**config.mk**
```make
export PLATFORM = sky130hd
export DESIGN_NAME = mlp_train_sequencer
export DESIGN_NICKNAME = d
export VERILOG_FILES = /design/src/rtl/mlp_train_sequencer_pkg.sv /design/src/rtl/mlp_train_sequencer_scorer.sv /design/src/rtl/mlp_train_sequencer.sv
export SDC_FILE = /design/constraint.sdc
export NUM_CORES = 1
export LEC_CHECK = 0
export BUFFER_PORTS_ARGS = -buffer_cell sky130_fd_sc_hd__buf_2
export CAP_MARGIN = 30
export CORE_MARGIN = 2
export CORE_UTILIZATION = 40
export CTS_CLUSTER_SIZE = 25
export DETAILED_ROUTE_END_ITERATION = 8
export GPL_TIMING_DRIVEN = 0
export HOLD_SLACK_MARGIN = 0.12
export PLACE_DENSITY = 0.71
export SYNTH_ARGS = -nofsm -noshare
export SYNTH_HDL_FRONTEND = slang
export SYNTH_HIERARCHICAL = 1
export SYNTH_SLANG_ARGS = --single-unit
```
**constraint.sdc**
```tcl
create_clock -name clk -period 8.4 [get_ports clk]
set_input_delay 0.84 -clock clk [delete_from_list [all_inputs] [get_ports clk]]
set_output_delay 0.84 -clock clk [all_outputs]
set_load 0.05 [all_outputs]
```
**src/rtl/mlp_train_sequencer_pkg.sv**
```systemverilog
// Shared types for the MLP training sequencer: signed fixed-point format,
// FSM state encoding and the per-output class comparison.
package mlp_train_sequencer_pkg;

  localparam int unsigned SFP_W    = 16;
  localparam int unsigned SFP_FRAC = 8;

  typedef logic signed [SFP_W-1:0] sfp;

  localparam sfp HALF = sfp'(1 << (SFP_FRAC - 1));

  localparam logic [31:0] COUNT_MAX = 32'h7FFF_FFFF;

  typedef enum logic [2:0] {
    IDLE,
    TRAIN,
    TRAIN_DRAIN,
    EVAL,
    EVAL_DRAIN,
    TEST,
    TEST_DRAIN,
    DONE
  } seq_state_e;

  // A value equal to the threshold falls in class 1 (not below).
  function automatic logic class_match(input sfp pred, input sfp lbl, input sfp thr);
    return (pred < thr) == (lbl < thr);
  endfunction

endpackage

```
**src/rtl/mlp_train_sequencer_scorer.sv**
```systemverilog
// Aligns tagged labels with the MLP output after the pipeline latency and
// keeps a saturating count of correctly classified examples.
module mlp_train_sequencer_scorer
  import mlp_train_sequencer_pkg::*;
#(
  parameter int unsigned outputs = 1,
  parameter int unsigned latency = 1
) (
  input  logic                       clk,
  input  logic                       rst,
  input  logic                       tag,
  input  logic                       clear,
  input  logic [SFP_W-1:0]           threshold,
  input  logic [outputs*SFP_W-1:0]   prediction,
  input  logic [outputs*SFP_W-1:0]   expected,
  output logic [31:0]                count_next
);

  localparam int unsigned W = outputs * SFP_W;

  // Bit W is the scoring tag, the rest is the label captured with it.
  logic [W:0]  pipe [latency];
  logic [31:0] count;
  logic        hit;

  always_ff @(posedge clk) begin
    if (rst) begin
      for (int unsigned i = 0; i < latency; i++) pipe[i] <= '0;
      count <= '0;
    end else begin
      pipe[0] <= {tag, expected};
      for (int unsigned i = 1; i < latency; i++) pipe[i] <= pipe[i-1];
      count <= clear ? '0 : count_next;
    end
  end

  always_comb begin
    hit = pipe[latency-1][W];
    for (int unsigned j = 0; j < outputs; j++) begin
      if (!class_match(sfp'(prediction[j*SFP_W +: SFP_W]),
                       sfp'(pipe[latency-1][j*SFP_W +: SFP_W]),
                       sfp'(threshold)))
        hit = 1'b0;
    end
    count_next = (hit && count != COUNT_MAX) ? count + 32'd1 : count;
  end

endmodule

```
**src/rtl/mlp_train_sequencer.sv**
```systemverilog
// Training schedule controller: train/eval passes for each epoch, then one
// scored test pass, issuing example indices and the MLP training enable.
module mlp_train_sequencer
  import mlp_train_sequencer_pkg::*;
#(
  parameter int unsigned outputs            = 1,
  parameter int unsigned num_train_examples = 70,
  parameter int unsigned num_test_examples  = 30,
  parameter int unsigned epochs             = 100,
  parameter int unsigned latency            = 1
) (
  input  logic                     clk,
  input  logic                     rst,
  input  logic                     start,
  input  logic [SFP_W-1:0]         threshold,
  input  logic [outputs*SFP_W-1:0] prediction,
  input  logic [outputs*SFP_W-1:0] expected,
  output logic [31:0]              example,
  output logic                     training,
  output logic                     busy,
  output logic                     done,
  output logic [31:0]              epoch,
  output logic [31:0]              eval_correct,
  output logic [31:0]              test_correct
);

  localparam logic [31:0] LAST_TRAIN = 32'(num_train_examples - 1);
  localparam logic [31:0] FIRST_TEST = 32'(num_train_examples);
  localparam logic [31:0] LAST_TEST  = 32'(num_train_examples + num_test_examples - 1);
  localparam logic [31:0] LAT_LAST   = 32'(latency - 1);
  localparam logic [31:0] EPOCHS     = 32'(epochs);

  seq_state_e  state_q, state_d;
  logic [31:0] idx_q, idx_d;
  logic [31:0] dcnt_q, dcnt_d;
  logic [31:0] epoch_q, epoch_d;
  logic [31:0] eval_q, eval_d;
  logic [31:0] test_q, test_d;
  logic        tag;
  logic        clear;
  logic [31:0] count_next;

  always_ff @(posedge clk) begin
    if (rst) begin
      state_q <= IDLE;
      idx_q   <= '0;
      dcnt_q  <= '0;
      epoch_q <= '0;
      eval_q  <= '0;
      test_q  <= '0;
    end else begin
      state_q <= state_d;
      idx_q   <= idx_d;
      dcnt_q  <= dcnt_d;
      epoch_q <= epoch_d;
      eval_q  <= eval_d;
      test_q  <= test_d;
    end
  end

  always_comb begin
    state_d = state_q;
    idx_d   = idx_q;
    dcnt_d  = dcnt_q;
    epoch_d = epoch_q;
    eval_d  = eval_q;
    test_d  = test_q;
    tag     = 1'b0;
    clear   = 1'b0;
    unique case (state_q)
      IDLE: begin
        idx_d = '0;
        if (start) begin
          state_d = TRAIN;
          epoch_d = '0;
          eval_d  = '0;
          test_d  = '0;
          clear   = 1'b1;
        end
      end
      TRAIN: begin
        if (idx_q == LAST_TRAIN) begin
          state_d = TRAIN_DRAIN;
          dcnt_d  = '0;
        end else begin
          idx_d = idx_q + 32'd1;
        end
      end
      TRAIN_DRAIN: begin
        if (dcnt_q == LAT_LAST) begin
          state_d = EVAL;
          idx_d   = '0;
        end else begin
          dcnt_d = dcnt_q + 32'd1;
        end
      end
      EVAL: begin
        tag = 1'b1;
        if (idx_q == LAST_TRAIN) begin
          state_d = EVAL_DRAIN;
          dcnt_d  = '0;
        end else begin
          idx_d = idx_q + 32'd1;
        end
      end
      EVAL_DRAIN: begin
        if (dcnt_q == LAT_LAST) begin
          // count_next includes the final comparison landing in this cycle.
          eval_d  = count_next;
          clear   = 1'b1;
          epoch_d = epoch_q + 32'd1;
          if (epoch_d < EPOCHS) begin
            state_d = TRAIN;
            idx_d   = '0;
          end else begin
            state_d = TEST;
            idx_d   = FIRST_TEST;
          end
        end else begin
          dcnt_d = dcnt_q + 32'd1;
        end
      end
      TEST: begin
        tag = 1'b1;
        if (idx_q == LAST_TEST) begin
          state_d = TEST_DRAIN;
          dcnt_d  = '0;
        end else begin
          idx_d = idx_q + 32'd1;
        end
      end
      TEST_DRAIN: begin
        if (dcnt_q == LAT_LAST) begin
          test_d  = count_next;
          state_d = DONE;
        end else begin
          dcnt_d = dcnt_q + 32'd1;
        end
      end
      DONE: begin
        state_d = IDLE;
        idx_d   = '0;
      end
      default: state_d = IDLE;
    endcase
  end

  mlp_train_sequencer_scorer #(
    .outputs (outputs),
    .latency (latency)
  ) u_scorer (
    .clk        (clk),
    .rst        (rst),
    .tag        (tag),
    .clear      (clear),
    .threshold  (threshold),
    .prediction (prediction),
    .expected   (expected),
    .count_next (count_next)
  );

  assign example      = idx_q;
  assign training     = (state_q == TRAIN) || (state_q == TRAIN_DRAIN);
  assign busy         = (state_q != IDLE);
  assign done         = (state_q == DONE);
  assign epoch        = epoch_q;
  assign eval_correct = eval_q;
  assign test_correct = test_q;

endmodule

```
Yosys cells after proc, flatten, opt, wreduce, memory -nomap -nowiden
Memory sizes are Yosys's and may differ from the RTL's.
Cells that the tools add are included.
{ "op_classes": {"add_sub_neg": 4, "order_cmp": 3, "eq_ne": 22, "n_mux": 36, "reduce_logical": 20} }
{ "op_table": {"columns": ["cell", "count"], "rows": [
  ["32-bit 2-to-1 mux", 11],
  ["32-bit case mux with 2 select lines", 3],
  ["32-bit case mux with 5 select lines", 1],
  ["32-bit by 1-bit adder with 32-bit output (second input constant)", 4],
  ["32-bit case mux with 3 select lines", 1],
  ["32-bit by 7-bit equality test with 1-bit output (second input constant)", 2],
  ["32-bit logical NOT", 1],
  ["16-bit less-than comparator", 2],
  ["32-bit by 7-bit less-than comparator with 1-bit output (second input constant)", 1],
  ["32-bit by 31-bit != test with 1-bit output (second input constant)", 1],
  ["3-bit 2-to-1 mux", 8],
  ["3-bit case mux with 8 select lines", 1],
  ["2-bit != test (second input constant)", 10],
  ["17-bit 2-to-1 mux", 1],
  ["17-bit OR reduction", 1],
  ["3-bit equality test (second input constant)", 4],
  ["1-bit 2-to-1 mux", 8],
  ["2-bit OR reduction", 4],
  ["7-bit 2-to-1 mux", 1],
  ["7-bit AND reduction", 1],
  ["3-bit by 2-bit equality test with 1-bit output (second input constant)", 2],
  ["3-bit AND reduction", 2],
  ["3-bit nonzero test", 2],
  ["5-bit AND reduction", 1],
  ["other kinds (11)", 12]
]} }
{ "totals": {"ff_bits": 195, "mem_bits_rw": 17, "mem_count": 1} }
{ "mem_list": {"columns": ["memory", "depth", "width", "rd", "rd_clocked_by_memory_dff", "wr", "line", "text"], "rows": [
  ["u_scorer.pipe", 1, 17, 1, 0, 1, "mlp_train_sequencer_scorer.sv:22", "logic [W:0] pipe [latency];"]
]} }

Depth between registers and ports, before layout
An unclocked memory read counts as a cell.
{ "depth": {"depth_word": 8, "mapped_depth": 13} }

Cells and area by module
The synthesis kept the hierarchy.
{ "modules_own_cells": {"columns": ["mod", "instances", "cells_each", "area_each_um2", "seq_area_each_um2"], "rows": [
  ["mlp_train_sequencer", 1, 1037, 8074.0, 3263.1],
  ["mlp_train_sequencer_scorer", 1, 386, 3214.3, 980.9]
]} }

Worst setup path after synthesis
OpenSTA, ideal clock, no wires.
{ "synth_timing": {"path_type": "input port to flip-flop", "start": "input port threshold[9]", "end": "register test_q[15] (netlist: test_correct[15])", "t_arrival_ps": 3262, "path_slack_ps": 5067, "stages": 13, "path_buffers": 1, "path_cell_list": "inv_1 ha_1 a211oi_1 o21ai_1 a221oi_1 a21bo_2 xnor2_2 xor2_2 buf_6 or3_1 xnor2_1 nand3_1 a21oi_1"} }
{ "synth_between": {"elab_chain_cells": 7} }
{ "synth_lines": {"columns": ["item", "line", "text"], "rows": [
  ["from (decl)", "mlp_train_sequencer.sv:15", "input logic [SFP_W-1:0] threshold,"],
  ["16-bit less-than comparator", "mlp_train_sequencer_pkg.sv:27", "return (pred < thr) == (lbl < thr);"],
  ["1-bit equality test (*)", "mlp_train_sequencer_pkg.sv:27", null],
  ["1-bit 2-to-1 mux (*)", "mlp_train_sequencer_scorer.sv:40", "if (!class_match(sfp'(prediction[j*SFP_W +: SFP_W]),"],
  ["1-bit logical AND (*)", "mlp_train_sequencer_scorer.sv:45", "count_next = (hit && count != COUNT_MAX) ? count + 32'd1 : count;"],
  ["32-bit 2-to-1 mux (*)", "mlp_train_sequencer_scorer.sv:45", null],
  ["named net count_next[15]", "mlp_train_sequencer.sv:41", "logic [31:0] count_next;"],
  ["32-bit 2-to-1 mux (*)", "mlp_train_sequencer.sv:133", "if (dcnt_q == LAT_LAST) begin"],
  ["32-bit case mux with 2 select lines (*)", "mlp_train_sequencer.sv:70", "unique case (state_q)"],
  ["to (signal assigned)", "mlp_train_sequencer.sv:57", "test_q <= test_d;"],
  ["to (decl)", "mlp_train_sequencer.sv:38", "logic [31:0] test_q, test_d;"]
]} }
The timed path passes the listed nets; every way through them passes the cells marked *. The select of a mux whose other input is x is not followed.
A chain may end at the register's enable or synchronous reset.

Worst setup path after layout
{ "layout_timing": {"start": "register state_q[1]", "end": "register u_scorer.count[15]"} }
{ "layout_between": {"elab_chain_cells": 3} }
{ "layout_lines": {"columns": ["item", "line", "text"], "rows": [
  ["from (decl)", "mlp_train_sequencer.sv:33", "seq_state_e state_q, state_d;"],
  ["from (signal assigned)", "mlp_train_sequencer.sv:52", "state_q <= state_d;"],
  ["3-bit equality test / 3-bit logical NOT (equally long branches)", "mlp_train_sequencer.sv:70", null],
  ["1-bit case mux with 2 select lines (*)", "mlp_train_sequencer.sv:70", null],
  ["named net clear", "mlp_train_sequencer.sv:40", "logic clear;"],
  ["2-bit OR reduction (no line) (*)", null, null],
  ["to (signal assigned)", "mlp_train_sequencer_scorer.sv:33", "count <= clear ? '0 : count_next;"],
  ["to (decl)", "mlp_train_sequencer_scorer.sv:23", "logic [31:0] count;"]
]} }
The timed path passes the listed nets; every way through them passes the cells marked *.

==> flow_summary.ini <==
[status]
status = finished, final reports clean

[pwr]
intPower_uw = 1641
p_clk_share_pct = 44.7
finalPower_uw = 2214
net-switching-power_uw = 572.5
p_comb_share_pct = 9.5
ir_worst_vdd_v = 0.0001457
pwr_density_cell_nw_per_um2 = 165.3
p_sw_share_pct = 25.86
p_seq_share_pct = 45.9
p_leak_uw = 0.005312

[clocking]
ctsResizeCount = 0
insertion_delay_ns = 0.52
cts_sinks = 212
htreeDepth = 1
cts_buffer_depth = 3
cts_buffers = 25
cts_tree = yes
hold_buffers = 0
root_buffer = clkbuf_16
path_clk_slew_ns = 0.06
cts_setup_buffers = 0

[synthesis]
synth-main-ff-cell = dfxtp_1
synth_cell_type_count = 79
synth_nets = 1510
synth.avg_cell_area_sq_um = 7.933
synth_area_leaders = dfxtp_1 38%, a21oi_1 6.6%, nand2_1 5.6%
synth.largest_area_cell = dfxtp_1
synthDominantCellAreaShare_pct = 37.60
synth_cells = 1423
synth_area_sq_um = 11290
yosys_register_bits = 212
synth.most_common_cell = dfxtp_1
yosys_warnings = 6
yosysSeqAreaShare_pct = 37.60
async_reset_ff_share_pct = 0
synth_edf_count = 0
synthTopCellsByCount = 212 x dfxtp_1, 169 x nand2_1, 148 x a21oi_1

[critical_path]
r2r_start = state_q[1]$_SDFFE_PP0P_
required_ns = 8.84
start_kind = flop
startpoint = state_q[1]$_SDFFE_PP0P_
path_class = reg2reg
critPathMaxFanout = 11
end_kind = flop
worst-endpoint-arrival_ns = 4.29

[timing]
fin_skew_ns = 0.01656
fmax_ghz = 0.2602
post-route-period-util_pct = 45.76
worst_slack_ns = 4.556
maxSlewHeadroom_pct = 35.65
setup_viol = 0
grt_setup_unrepaired = no
hold_viol_final = 0
drv_slew = 0
fin_setup_tns_ns = 0
period_minus_slack_ns = 3.844
tightest_slew_ns = 0.9617

[placed_design]
place_ws_ns = 4.467
io_buffers = 181
gp_congestion = 0.9355
place_hpwl_um = 24840

[routing]
wl_um = 33870
dr.pass1.iters = 7
wl_per_cell_um = 16.76
antenna_left = 0
drt_iter0_drc = 869
vias = 11340
drc_errors = 0
vias_per_cell = 5.610

[job]
maxCapViolCount = 0

[floorplan]
die_height_um = 172.0
die_x_um = 172.0
start_util_pct = 40.63
core_sq_um = 27780
io-pin-count = 182
rows = 61
fp.dieArea_sq_um = 29580

[global_route]
antenna_found_initial = 0
grt_pass1_vias = 10230
gr-total-overflow = 0
grtUsageTotal_pct = 22.01
grt_start_max_net_pins = 12
grt_pass1_wl_um = 52620

[final_layout]
antenna_cells = 0
layout.nets = 1718
layout-drive-gt1-share_pct = 16.13
fillCellCount = 2712
synthToLayoutAreaGrowth_pct = 18.64

[worst_hold_path]
min-delay-start = test_correct[23]$_SDFFE_PP0P_
hold_class = reg2reg
-- power groups by stage --
stage          registers [uW]  logic, uW  clock network (uW)
2_1_floorplan            1040        131                   0
3_3_place_gp             1040        205                   0
3_5_place_dp             1040        206                   0
4_1_cts                  1020        207                1000
5_1_grt                  1020        229                1050
6_report                 1020        210                 988
-- layout make-up --
class                   count  area, sq um  area share, %
clock inverters             6        30.03         0.2242
plain buffers              88        375.4          2.803
repair buffers            181        905.9          6.764
inverters                  33        123.9         0.9249
flip-flops and latches    212         4244          31.69
clock buffers              33        695.7          5.194
multi-input cells        1090         6545          48.87
well taps                 378        473.0          3.531
-- state kept, by name, summed over array words and instances (netlist names) --
signal          count
u_scorer/count     32
eval_correct       32
dcnt_q             32
example            32
epoch              32
state_q             3
u_scorer/pipe      17
test_correct       32
-- routing by layer --
layer,wire length [um],part of all wire [%],vias up,global-route usage (%)
met3,2308,6.8,68,3.708
li1,-,-,5532,-
met5,0,0,-,0
met4,1137,3.4,0,8.075
met2,15740,46,382,35.71
met1,14680,43,5356,29.45
-- cell usage in the layout (no fill, tap or decap), drive strengths merged, types with 36 or more instances in the layout --
cell type  Yosys  final
dfxtp        212    212
buf           21    202
nand2        169    169
a21oi        148    148
nor2         120    120
nand3        113    113
clkbuf        67    100
o21ai         67     67
nand4         61     61
or3           56     56
xor2          46     46
ha            36     36
-- path summary, 6_finish.rpt --
| path | to | slack (ns) | cells after the start |
|---|---|---|---|
| min | test_correct[23]$_SDFFE_PP0P_ | 0.45 | 2 |
| min reg2reg | test_correct[23]$_SDFFE_PP0P_ | 0.45 | 2 |
| max reg2reg | u_scorer/count[15]$_SDFF_PP0_ | 4.56 | 12 |
| max | u_scorer/count[15]$_SDFF_PP0_ | 4.56 | 12 |
-- stage by stage --
stage	cells	area [sq um]	utilization, %	hold slack, ns
after floorplan	1423	11290	-	0.4476
after global placement	1982	12670	45.60	0.4394
after detailed placement	1982	12670	45.60	0.4436
after CTS	2021	13390	48.21	0.4513
after global routing	2021	13390	48.21	0.4660
final	2021	13390	48.21	0.4489
-- cells by family after synthesis --
family / share of synthesized area (%)
DFF: 37.60
xor gates and xnor gates: 5.332
and+or+nand+nor: 32.47
buffers and inverters: 4.422
adders and majority gates: 4.079
AOI/OAI and AO/OA: 14.58
muxes: 1.530
-- worst max-delay path, stage by stage (launching register included) --
cell      delay [ns]
dfxtp_1         0.35
clkbuf_1        0.38
nor2_1          0.12
nand2_1         0.17
nor4_1          0.10
a21oi_1         0.60
inv_1           0.20
clkbuf_1        0.35
clkbuf_1        0.34
nor2_1          0.33
clkbuf_1        0.48
nand2_1         0.14
mux2i_1         0.18
No activity file was read; power rests on OpenSTA's default activity.
